<file path="src/rtl/pll_loop_ctrl_if.sv">
// pll_loop_ctrl_if: the detector-facing and DCO-facing signals of the PLL loop
// controller, bundled so the controller and its environment connect through
// one port.
//
//   Detector -> controller : up, down, ref_clk_is_faster, ref_clk_is_slower,
//                            freq_check_done, calibration_done
//   Controller -> DCO      : coarse_code[COARSE_W], fine_code[FINE_W],
//                            locked, state[2]
//
// Modports:
//   master - the detector/DCO side; drives the detector results and observes
//            the control words.
//   slave  - the loop controller itself.
interface pll_loop_ctrl_if #(
  parameter int COARSE_W = 6,
  parameter int FINE_W   = 8
) ();

  logic                up;
  logic                down;
  logic                ref_clk_is_faster;
  logic                ref_clk_is_slower;
  logic                freq_check_done;
  logic                calibration_done;
  logic [COARSE_W-1:0] coarse_code;
  logic [FINE_W-1:0]   fine_code;
  logic                locked;
  logic [1:0]          state;

  modport master (
    output up, down, ref_clk_is_faster, ref_clk_is_slower,
           freq_check_done, calibration_done,
    input  coarse_code, fine_code, locked, state
  );

  modport slave (
    input  up, down, ref_clk_is_faster, ref_clk_is_slower,
           freq_check_done, calibration_done,
    output coarse_code, fine_code, locked, state
  );

endinterface

</file>
<file path="src/rtl/pll_loop_ctrl.sv">
// pll_loop_ctrl: digital PLL loop controller.
//
// A coarse-band search steps coarse_code on each frequency-check result until
// the direction reverses, the band saturates or calibration reports no
// frequency error. A proportional-integral filter then turns the
// (synchronized) up/down phase error into fine_code. After LOCK_CYCLES quiet
// cycles the loop reports lock; a new frequency-check result at any time in
// FINE/LOCKED drops lock and resumes the coarse search.
//
// Ports:
//   ref_clk - sole clock, all state on the rising edge
//   rst_n   - asynchronous active-low reset
//   bus     - pll_loop_ctrl_if.slave: detector inputs (up/down are
//             asynchronous to ref_clk, the rest are ref_clk-domain) and the
//             coarse_code / fine_code / locked / state outputs
module pll_loop_ctrl #(
  parameter int COARSE_W    = 6,
  parameter int FINE_W      = 8,
  parameter int COARSE_INIT = 32,
  parameter int INT_W       = 12,
  parameter int KP          = 4,
  parameter int KI_SHIFT    = 2,
  parameter int LOCK_CYCLES = 64
) (
  input  logic           ref_clk,
  input  logic           rst_n,
  pll_loop_ctrl_if.slave bus
);

  typedef enum logic [1:0] {
    ST_IDLE   = 2'd0,
    ST_COARSE = 2'd1,
    ST_FINE   = 2'd2,
    ST_LOCKED = 2'd3
  } state_t;

  localparam int FINE_MID = 2 ** (FINE_W - 1);
  localparam int IW1      = INT_W + 1;
  localparam int SW       = INT_W + FINE_W + 2;
  localparam int QW       = (LOCK_CYCLES > 1) ? $clog2(LOCK_CYCLES) : 1;

  localparam logic [COARSE_W-1:0]    COARSE_MAX = '1;
  localparam logic signed [IW1-1:0]  INT_LIM    = IW1'(2 ** (INT_W - 1) - 1);
  localparam logic signed [IW1-1:0]  INT_NLIM   = -INT_LIM;
  localparam logic signed [SW-1:0]   FINE_MAX_S = SW'(2 ** FINE_W - 1);
  localparam logic [QW-1:0]          QUIET_TOP  = QW'(LOCK_CYCLES - 1);
  localparam logic signed [1:0]      DIR_POS    = 2'sb01;
  localparam logic signed [1:0]      DIR_NEG    = 2'sb11;
  localparam logic signed [1:0]      DIR_NONE   = 2'sb00;

  // Synchronizers and phase-error register
  logic up_meta, up_s, down_meta, down_s;
  logic signed [1:0] err_q, err_d;

  // Frequency-check edge detect
  logic fcd_q, fcd_edge;

  // Loop state
  state_t                   state_q, state_d;
  logic [COARSE_W-1:0]      coarse_q, coarse_d;
  logic [FINE_W-1:0]        fine_q, fine_d;
  logic signed [INT_W-1:0]  integ_q, integ_d;
  logic signed [1:0]        last_dir_q, last_dir_d;
  logic [QW-1:0]            quiet_q, quiet_d;
  logic                     locked_q, locked_d;

  // Datapath intermediates
  logic signed [1:0]        step_dir;
  logic                     step_valid, step_blocked, reversal;
  logic [COARSE_W-1:0]      coarse_stepped;
  logic signed [IW1-1:0]    integ_sum;
  logic signed [INT_W-1:0]  integ_sat, integ_shr;
  logic signed [SW-1:0]     fine_sum;
  logic [FINE_W-1:0]        fine_sat;

  // ---------------------------------------------------------------------------
  // Input conditioning
  // ---------------------------------------------------------------------------
  // up/down arrive asynchronously: two flops each before any logic sees them.
  // The phase error is registered once more, so an up/down sample taken at
  // edge n reaches err_q at n+2 and fine_code at n+3.
  // NOTE: clocked state is written with non-blocking assignments so every flop
  // samples the pre-edge value of its neighbours, exactly like hardware.
  always_ff @(posedge ref_clk or negedge rst_n) begin
    if (!rst_n) begin
      up_meta   <= 1'b0;
      up_s      <= 1'b0;
      down_meta <= 1'b0;
      down_s    <= 1'b0;
      err_q     <= DIR_NONE;
      fcd_q     <= 1'b0;
    end else begin
      up_meta   <= bus.up;
      up_s      <= up_meta;
      down_meta <= bus.down;
      down_s    <= down_meta;
      err_q     <= err_d;
      fcd_q     <= bus.freq_check_done;
    end
  end

  always_comb begin
    if (up_s && !down_s)      err_d = DIR_POS;
    else if (down_s && !up_s) err_d = DIR_NEG;
    else                      err_d = DIR_NONE;
  end

  // freq_check_done is a level; only its rising edge requests a step.
  assign fcd_edge = bus.freq_check_done & ~fcd_q;

  // ---------------------------------------------------------------------------
  // Coarse step: direction, saturation and reversal detection
  // ---------------------------------------------------------------------------
  always_comb begin
    step_dir = DIR_NONE;
    if (bus.ref_clk_is_faster && !bus.ref_clk_is_slower)      step_dir = DIR_POS;
    else if (bus.ref_clk_is_slower && !bus.ref_clk_is_faster) step_dir = DIR_NEG;
  end

  assign step_valid   = (step_dir != DIR_NONE);
  assign step_blocked = ((step_dir == DIR_POS) && (coarse_q == COARSE_MAX)) ||
                        ((step_dir == DIR_NEG) && (coarse_q == '0));
  assign reversal     = ((step_dir == DIR_POS) && (last_dir_q == DIR_NEG)) ||
                        ((step_dir == DIR_NEG) && (last_dir_q == DIR_POS));

  always_comb begin
    coarse_stepped = coarse_q;
    if (!step_blocked) begin
      if (step_dir == DIR_POS)      coarse_stepped = coarse_q + COARSE_W'(1);
      else if (step_dir == DIR_NEG) coarse_stepped = coarse_q - COARSE_W'(1);
    end
  end

  // ---------------------------------------------------------------------------
  // PI loop filter: saturating integrator, then signed sum clipped to the
  // fine-code range. The sum is wide enough that it can never wrap before
  // the clip.
  // ---------------------------------------------------------------------------
  always_comb begin
    integ_sum = IW1'(integ_q) + IW1'(err_q);
    if (integ_sum > INT_LIM)       integ_sat = INT_W'(INT_LIM);
    else if (integ_sum < INT_NLIM) integ_sat = INT_W'(INT_NLIM);
    else                           integ_sat = INT_W'(integ_sum);

    integ_shr = integ_sat >>> KI_SHIFT;
    fine_sum  = SW'(FINE_MID) + SW'(integ_shr) + SW'(KP) * SW'(err_q);

    if (fine_sum[SW-1])             fine_sat = '0;
    else if (fine_sum > FINE_MAX_S) fine_sat = '1;
    else                            fine_sat = FINE_W'(fine_sum);
  end

  // ---------------------------------------------------------------------------
  // Loop FSM: next state and all next-register values
  // ---------------------------------------------------------------------------
  // NOTE: every variable assigned here gets a default first, so no path can
  // leave one unassigned and infer a latch.
  always_comb begin
    state_d    = state_q;
    coarse_d   = coarse_q;
    fine_d     = fine_q;
    integ_d    = integ_q;
    last_dir_d = last_dir_q;
    quiet_d    = quiet_q;

    unique case (state_q)
      ST_IDLE: begin
        state_d = ST_COARSE;
      end

      ST_COARSE: begin
        integ_d = '0;
        fine_d  = FINE_W'(FINE_MID);
        quiet_d = '0;
        // A frequency result outranks calibration_done in the same cycle;
        // an illegal (both/neither) result is dropped but still consumes it.
        if (fcd_edge) begin
          if (step_valid) begin
            coarse_d   = coarse_stepped;
            last_dir_d = step_dir;
            if (reversal || step_blocked) state_d = ST_FINE;
          end
        end else if (bus.calibration_done) begin
          state_d = ST_FINE;
        end
      end

      ST_FINE, ST_LOCKED: begin
        if (fcd_edge) begin
          // Frequency error reported again: restart the search from the
          // current band, applying this edge's step immediately.
          state_d    = ST_COARSE;
          integ_d    = '0;
          last_dir_d = DIR_NONE;
          fine_d     = FINE_W'(FINE_MID);
          quiet_d    = '0;
          if (step_valid) coarse_d = coarse_stepped;
        end else begin
          integ_d = integ_sat;
          fine_d  = fine_sat;
          if (quiet_q != QUIET_TOP) quiet_d = quiet_q + QW'(1);
          if ((state_q == ST_FINE) && (quiet_q == QUIET_TOP)) state_d = ST_LOCKED;
        end
      end

      default: state_d = ST_IDLE;
    endcase

    locked_d = (state_d == ST_LOCKED);
  end

  always_ff @(posedge ref_clk or negedge rst_n) begin
    if (!rst_n) begin
      state_q    <= ST_IDLE;
      coarse_q   <= COARSE_W'(COARSE_INIT);
      fine_q     <= FINE_W'(FINE_MID);
      integ_q    <= '0;
      last_dir_q <= DIR_NONE;
      quiet_q    <= '0;
      locked_q   <= 1'b0;
    end else begin
      state_q    <= state_d;
      coarse_q   <= coarse_d;
      fine_q     <= fine_d;
      integ_q    <= integ_d;
      last_dir_q <= last_dir_d;
      quiet_q    <= quiet_d;
      locked_q   <= locked_d;
    end
  end

  assign bus.coarse_code = coarse_q;
  assign bus.fine_code   = fine_q;
  assign bus.locked      = locked_q;
  assign bus.state       = state_q;

endmodule

</file>
<file path="src/flat_wrapper.sv">
// flat-port wrapper written by rule: the top's interface ports become plain ports
module pll_loop_ctrl_flat 
#(
  parameter int COARSE_W    = 6,
  parameter int FINE_W      = 8,
  parameter int COARSE_INIT = 32,
  parameter int INT_W       = 12,
  parameter int KP          = 4,
  parameter int KI_SHIFT    = 2,
  parameter int LOCK_CYCLES = 64
)
  (ref_clk, rst_n, bus_up, bus_down, bus_ref_clk_is_faster, bus_ref_clk_is_slower, bus_freq_check_done, bus_calibration_done, bus_coarse_code, bus_fine_code, bus_locked, bus_state);
  pll_loop_ctrl_if #(.COARSE_W(COARSE_W), .FINE_W(FINE_W)) bus_i ();
  input  logic ref_clk;
  input  logic rst_n;
  input wire logic [$bits(bus_i.up)-1:0] bus_up;
  input wire logic [$bits(bus_i.down)-1:0] bus_down;
  input wire logic [$bits(bus_i.ref_clk_is_faster)-1:0] bus_ref_clk_is_faster;
  input wire logic [$bits(bus_i.ref_clk_is_slower)-1:0] bus_ref_clk_is_slower;
  input wire logic [$bits(bus_i.freq_check_done)-1:0] bus_freq_check_done;
  input wire logic [$bits(bus_i.calibration_done)-1:0] bus_calibration_done;
  output wire logic [$bits(bus_i.coarse_code)-1:0] bus_coarse_code;
  output wire logic [$bits(bus_i.fine_code)-1:0] bus_fine_code;
  output wire logic [$bits(bus_i.locked)-1:0] bus_locked;
  output wire logic [$bits(bus_i.state)-1:0] bus_state;
  assign bus_i.up = bus_up;
  assign bus_i.down = bus_down;
  assign bus_i.ref_clk_is_faster = bus_ref_clk_is_faster;
  assign bus_i.ref_clk_is_slower = bus_ref_clk_is_slower;
  assign bus_i.freq_check_done = bus_freq_check_done;
  assign bus_i.calibration_done = bus_calibration_done;
  assign bus_coarse_code = bus_i.coarse_code;
  assign bus_fine_code = bus_i.fine_code;
  assign bus_locked = bus_i.locked;
  assign bus_state = bus_i.state;
  pll_loop_ctrl #(.COARSE_W(COARSE_W), .FINE_W(FINE_W), .COARSE_INIT(COARSE_INIT), .INT_W(INT_W), .KP(KP), .KI_SHIFT(KI_SHIFT), .LOCK_CYCLES(LOCK_CYCLES)) u_core (.ref_clk(ref_clk), .rst_n(rst_n), .bus(bus_i));
endmodule
</file>
<file path="config.mk">
export PLATFORM = sky130hd
export DESIGN_NAME = pll_loop_ctrl_flat
export DESIGN_NICKNAME = d
export VERILOG_FILES = /design/src/rtl/pll_loop_ctrl_if.sv /design/src/rtl/pll_loop_ctrl.sv /design/src/flat_wrapper.sv
export SDC_FILE = /design/constraint.sdc
export NUM_CORES = 1
export LEC_CHECK = 0
export CORE_UTILIZATION = 59
export CTS_CLUSTER_DIAMETER = 40
export DETAILED_ROUTE_END_ITERATION = 6
export GPL_TIMING_DRIVEN = 0
export PLACE_DENSITY_LB_ADDON = 0.1
export SLEW_MARGIN = 0
export SYNTH_ARGS = -nofsm -noshare
export SYNTH_HDL_FRONTEND = slang
export SYNTH_SLANG_ARGS = --single-unit
</file>
<file path="constraint.sdc">
create_clock -name ref_clk -period 5.25 [get_ports ref_clk]
set_input_delay 0.7875 -clock ref_clk [delete_from_list [all_inputs] [get_ports ref_clk]]
set_output_delay 0.7875 -clock ref_clk [all_outputs]
set_load 0.01 [all_outputs]
</file>
==> impl_results.md <==
- Nets: 452
- Critical path endpoint category: flip-flop
- Maximum vdd ir drop: 460 uV
- Worst-path clk slew: 0.09 ns
- Tightest hold margin: 0.321 ns
- Area of the mapped netlist: 3290 um^2
- CP peak stage delay: 0.57 ns
- Synth Register Bits: 44
- Status: complete, no violations
- Critical Path, Cell by Cell: buf_4 -> ha_1 -> or2b_1 -> a2111oi_0 -> a211oi_1 -> nand3_2 -> buf_4 -> maj3_1 -> ha_1 -> ha_1 -> inv_1 -> fa_1 -> nand2b_1 -> a21oi_1 -> o31a_1 -> xnor2_1 -> nand4_1 -> buf_4 -> o21ai_0 -> a21oi_1
- Kind of critical path: flip-flop to flip-flop
- Setup crit start kind: flip-flop
- Peak Freq: 204 MHz
- Full die area: 5880 um^2
- Top-level I/O count: 25
- Post-CTS Hold Fix Bufs: 0
- Non-Filler Instances: 476
- Via Count: 2,816
- Slew @ Worst Pin: 0.784 ns
- Initial antenna violation count: 0
- Commonest non-fill, non-tap cells in the layout: dfrtp_1 (41), ha_1 (36), nand2_1 (32)
- Initial DRC Count: 155
- Hold Crit Class: input pin to async pin
- Share of layout cells above drive strength 1: 11.3%
- DRT antenna net count: 0
- P_leak: 0.00171 uW
- Area grow syn2layout: 14.9%
- Post-synth top area share: 31.9%
- First-pass GRT wire length: 12,200 um
- RD Place Congestion: 0.933
- FFs w/ async S/R, synth: 100%
- Post-synth EDFFs: 0
- Syn_area_per_cell: 8.94 um^2
- Sequential-to-total area share from yosys stat: 33.5%
- DIE HEIGHT: 76.7 um
- Clock Sink Count: 44
- Post-placement cell area: 3630 um^2
- Final setup fails: 0
- Commonest non-fill, non-tap cell in the layout: dfrtp_1
- Die W: 76.7 um
- RSZ-0062 raised after global routing: no
- Worst Path Arrival: 5.12 ns
- Max-cap violations: 0
- Core area: 5240 um^2
- Filler Cell Count: 423
- Post-DR wirelength/cell: 15.1 um
- Number of port buffers: 24
- CTS max path bufs: 2
- Max Slew Vio Count: 0
- Largest net degree at the start of global routing: 38
- Fin area: 3780 um^2
- CP max-delay cell: dfrtp_4
- Drt first pass iters: 4
- Clk_lat worst skew: 0.30 ns
- Number of cells after detailed placement: 463
- Worst Path Max Fanout: 13
- Area leader, netlist: dfrtp_1
- Setup_tns: 0 ns
- Total length of routed wires: 7160 um
- Yosys cell types: 63
- Syn_nets: 415
- Final Hold Viols: 0
- TritonCTS buffer count: 5
- Clk Tree Root Cell: clkbuf_8
- # rows: 26
- Worst slew margin: 46.9%
- Worst Skew: 0.00604 ns
- Most area-consuming cells after synthesis: dfrtp_1 (32%), ha_1 (14%), a21oi_1 (4.0%)
- Vias in the first global route: 2,695
- Diode count: 0
- Yosys warns: 0
- # DRC: 0
- Avg Vias per Cell: 5.92
- Min Tclk post-route: 4.90 ns
- Buffers & Inverters on Critical Path: 4
- Number of H-tree levels: 2
- Critical Path RT: 5.47 ns
- CTS tree: done
- Worst path top cell family by delay: adder cells
- Cells after synthesis: 368
- Final core utilization: 72.2%
- Hpwl dp: 5360 um
- PwrDens: 617 nW/um^2
- Synth Flop Type: dfrtp_1
- Overall Global Routing Usage: 25.8%
- Initial Util: 62.8%
- Total grt overflow: 0
- Final worst path period share: 93.3%
-- cell families (layout without fill, tap and decap cells) --
family,count (synthesis),in the layout,share of synthesized area [%]
AOI/OAI and AO/OA,100,100,20.0
muxes,4,4,1.37
and+or+nand+nor,122,122,18.4
DFF,44,44,33.5
adders and majority gates,46,46,17.7
xor gates and xnor gates,14,14,3.73
buffers and inverters,38,76,5.21
-- power by group --
part	switching [uW]	internal, uW
logic	851	702
clock network	130	98.0
registers	94.1	458
total	1080	1260
-- sequential cells by signal, summed over array words and instances, names as in the netlist --
name                    count
u_core.integ_q             12
u_core.bus.fine_code        8
u_core.bus.coarse_code      6
u_core.quiet_q              6
u_core.bus.state            2
u_core.err_q                2
u_core.last_dir_q           2
u_core.bus.locked           1
u_core.down_meta            1
u_core.down_s               1
u_core.fcd_q                1
u_core.up_meta              1
u_core.up_s                 1
-- area by class of cell --
| class | count | area [um^2] | area share (%) |
|---|---|---|---|
| Buffer | 13 | 78.8 | 2.09 |
| Inverter | 25 | 93.8 | 2.48 |
| Multi-Input combinational cell | 286 | 2020 | 53.6 |
| Timing Repair Buffer | 30 | 293 | 7.75 |
| Clock buffer | 5 | 68.8 | 1.82 |
| Sequential cell | 44 | 1110 | 29.3 |
| Clock inverter | 3 | 26.3 | 0.695 |
| Tap cell | 70 | 87.6 | 2.32 |
-- metal layers --
metal | global-route usage [%] | part of all wire (%) | vias to the layer above | wire [um]
li1 | - | - | 1404 | -
met1 | 33.6 | 46 | 1344 | 3320
met2 | 43.4 | 49 | 61 | 3520
met3 | 3.81 | 3.4 | 7 | 246
met4 | 9.62 | 1.2 | 0 | 85
met5 | 0 | 0 | - | 0
-- cells in the mapped netlist (all sizes together), types with 2 or more instances --
| master | count |
|---|---|
| fa | 3 |
| nand2b | 4 |
| dfstp | 2 |
| nor3 | 6 |
| and3 | 3 |
| xnor2 | 11 |
| ha | 36 |
| o21ai | 30 |
| o21bai | 2 |
| nor2b | 2 |
| o21a | 3 |
| o311a | 2 |
| nor4 | 2 |
| inv | 25 |
| a31oi | 3 |
| a21oi | 27 |
| nor2 | 30 |
| dfrtp | 42 |
| a221o | 2 |
| nand3 | 18 |
| nand2 | 32 |
| and2 | 2 |
| a2111oi | 2 |
| buf | 6 |
| nand4 | 10 |
| a21o | 5 |
| o31ai | 3 |
| clkbuf | 6 |
| a22o | 5 |
| mux2 | 4 |
| xor2 | 3 |
| or2 | 3 |
| a211oi | 3 |
| a211o | 3 |
| maj3 | 7 |
| nor3b | 4 |
| nand3b | 2 |
| o211ai | 3 |
-- what timing repair did --
action,CTS,global route
resized for setup,1,6
setup endpoints to repair,8,8
pin swaps,0,1
endpoints found under the hold margin,0,0
buffers inserted,0,5
-- through the flow --
stage	power, uW	worst slack [ns]
6_report	2330	0.350
5_1_grt	2540	0.00950
4_1_cts	2290	0.00536
3_5_place_dp	2050	-0.219
3_3_place_gp	1990	-0.112
2_1_floorplan	1640	0.840
-- final timing paths --
kind	cells after the start	from	end	slack, ns
setup / recovery	20	u_core.err_q[1]$_DFF_PN0_	u_core.bus.fine_code[7]$_DFFE_PN1N_	0.35
min in group ref_clk	0	u_core.up_meta$_DFF_PN0_	u_core.up_s$_DFF_PN0_	0.36
hold / removal	1	rst_n	u_core.bus.fine_code[6]$_DFFE_PN0N_	0.32
setup reg to reg	20	u_core.err_q[1]$_DFF_PN0_	u_core.bus.fine_code[7]$_DFFE_PN1N_	0.35
max in group asynchronous	2	rst_n	u_core.bus.fine_code[7]$_DFFE_PN1N_	4.41
hold reg to reg	0	u_core.up_meta$_DFF_PN0_	u_core.up_s$_DFF_PN0_	0.36
(Power assumes the default switching activity.)
==> patch, RTL diff (config.mk and constraints unchanged) <==
`COARSE_W` is set to 6 in 3 places; all go to 12.
--- a/src/rtl/pll_loop_ctrl_if.sv
+++ b/src/rtl/pll_loop_ctrl_if.sv
@@ -13,5 +13,5 @@
 //   slave  - the loop controller itself.
 interface pll_loop_ctrl_if #(
-  parameter int COARSE_W = 6,
+  parameter int COARSE_W = 12,
   parameter int FINE_W   = 8
 ) ();
--- a/src/rtl/pll_loop_ctrl.sv
+++ b/src/rtl/pll_loop_ctrl.sv
@@ -15,5 +15,5 @@
 //             coarse_code / fine_code / locked / state outputs
 module pll_loop_ctrl #(
-  parameter int COARSE_W    = 6,
+  parameter int COARSE_W    = 12,
   parameter int FINE_W      = 8,
   parameter int COARSE_INIT = 32,
--- a/src/flat_wrapper.sv
+++ b/src/flat_wrapper.sv
@@ -2,5 +2,5 @@
 module pll_loop_ctrl_flat 
 #(
-  parameter int COARSE_W    = 6,
+  parameter int COARSE_W    = 12,
   parameter int FINE_W      = 8,
   parameter int COARSE_INIT = 32,
Ports: changed (resized bus_coarse_code); port bits go from 25 to 31. The function was not compared with the original's and may differ.
==> patch against the unedited design <==
- combinational power grew 6%
- critical path depth is the same
- count of clock-buffer cells in the layout is the same
- sequential cell count grew 6
- die area grew 11%
- clock power grew 8%
- wire length grew 19%
- worst hold slack gained 0.038 ns
- total power grew 9.0%
- via count grew 8.7%
- area after synthesis grew 11%
- cell area grew 15%
- worst setup slack lost 0.10 ns
- largest power group unchanged
==> patch: results (changes against the unedited design) <==
status: "complete, no violations"
slew_headroom_pct: 57.8  # +11 points
crit_fanout: 7  # -6
hp-class: "register to register"
layout-drive-gt1-share_pct: 15.8  # +4.5 points
dr_wl_met2_mm: 4.15  # +18%
fin_skew_ns: 0.00784  # +0.00181 ns
cp_top_family: "compound AO/OA/AOI/OAI gates"
routabilityCongestion: 0.937  # +0.42%
rrSetupSlack_ns: 0.25  # -0.10 ns
worstPathArrival_ns: 5.20  # +0.08 ns
ir_drop_v: 0.000405  # -12%
row_count: 28  # +7.7%
max_freq_mhz: 200  # -2.1%
clk_share_pct: 2.24  # -0.28 points
place_worst_setup_slack_ns: -0.254  # -0.0349 ns
bufAreaShareNonClock_pct: 10.7  # +0.91 points
post_dp_cell_area_um2: 4060  # +12%
initialDrtViolationCount: 133  # -14%
grt_pass1_vias: 2926  # +8.6%
grt_max_degree: 32  # -16%
portBuffers: 30  # +25%
holdWs_ns: 0.359  # +0.0380 ns
endpoint: "u_core.bus.fine_code[1]$_DFFE_PN0N_"
layout.cells.non_filler: 511  # +7.4%
clock-sinks: 50  # +14%
avgSynthCellArea_um2: 9.45  # +5.7%
## patch: cell types whose count changed after synthesis, sizes merged, moves of 4 or more
cell    unedited run  this run
a21oi             27        19
a31oi              3         7
dfrtp             42        48
ha                36        42
nand3             18         9
nand4             10         5
nor2              30        22
nor3b              4         0
o21a               3         7
o21bai             2         6
xnor2             11        19
## patch: metal layers
| layer | up-vias | track usage, % |
|---|---|---|
| met4 | 0 | 8.04 |
| met1 | 1465 | 36.1 |
| met3 | 19 | 3.18 |
| met2 | 77 | 45.3 |
| li1 | 1501 | - |
| met5 | - | 0 |
## patch: logic make-up (layout without fill, tap and decap cells)
family,Yosys count,in the layout,share of synthesized area (%)
and+or+nand+nor,109,109,15.1
buffers and inverters,34,84,3.77
xor gates and xnor gates,23,23,5.73
DFF,50,50,34.4
AOI/OAI and AO/OA,111,111,20.8
muxes,9,9,2.71
adders and majority gates,50,50,17.5
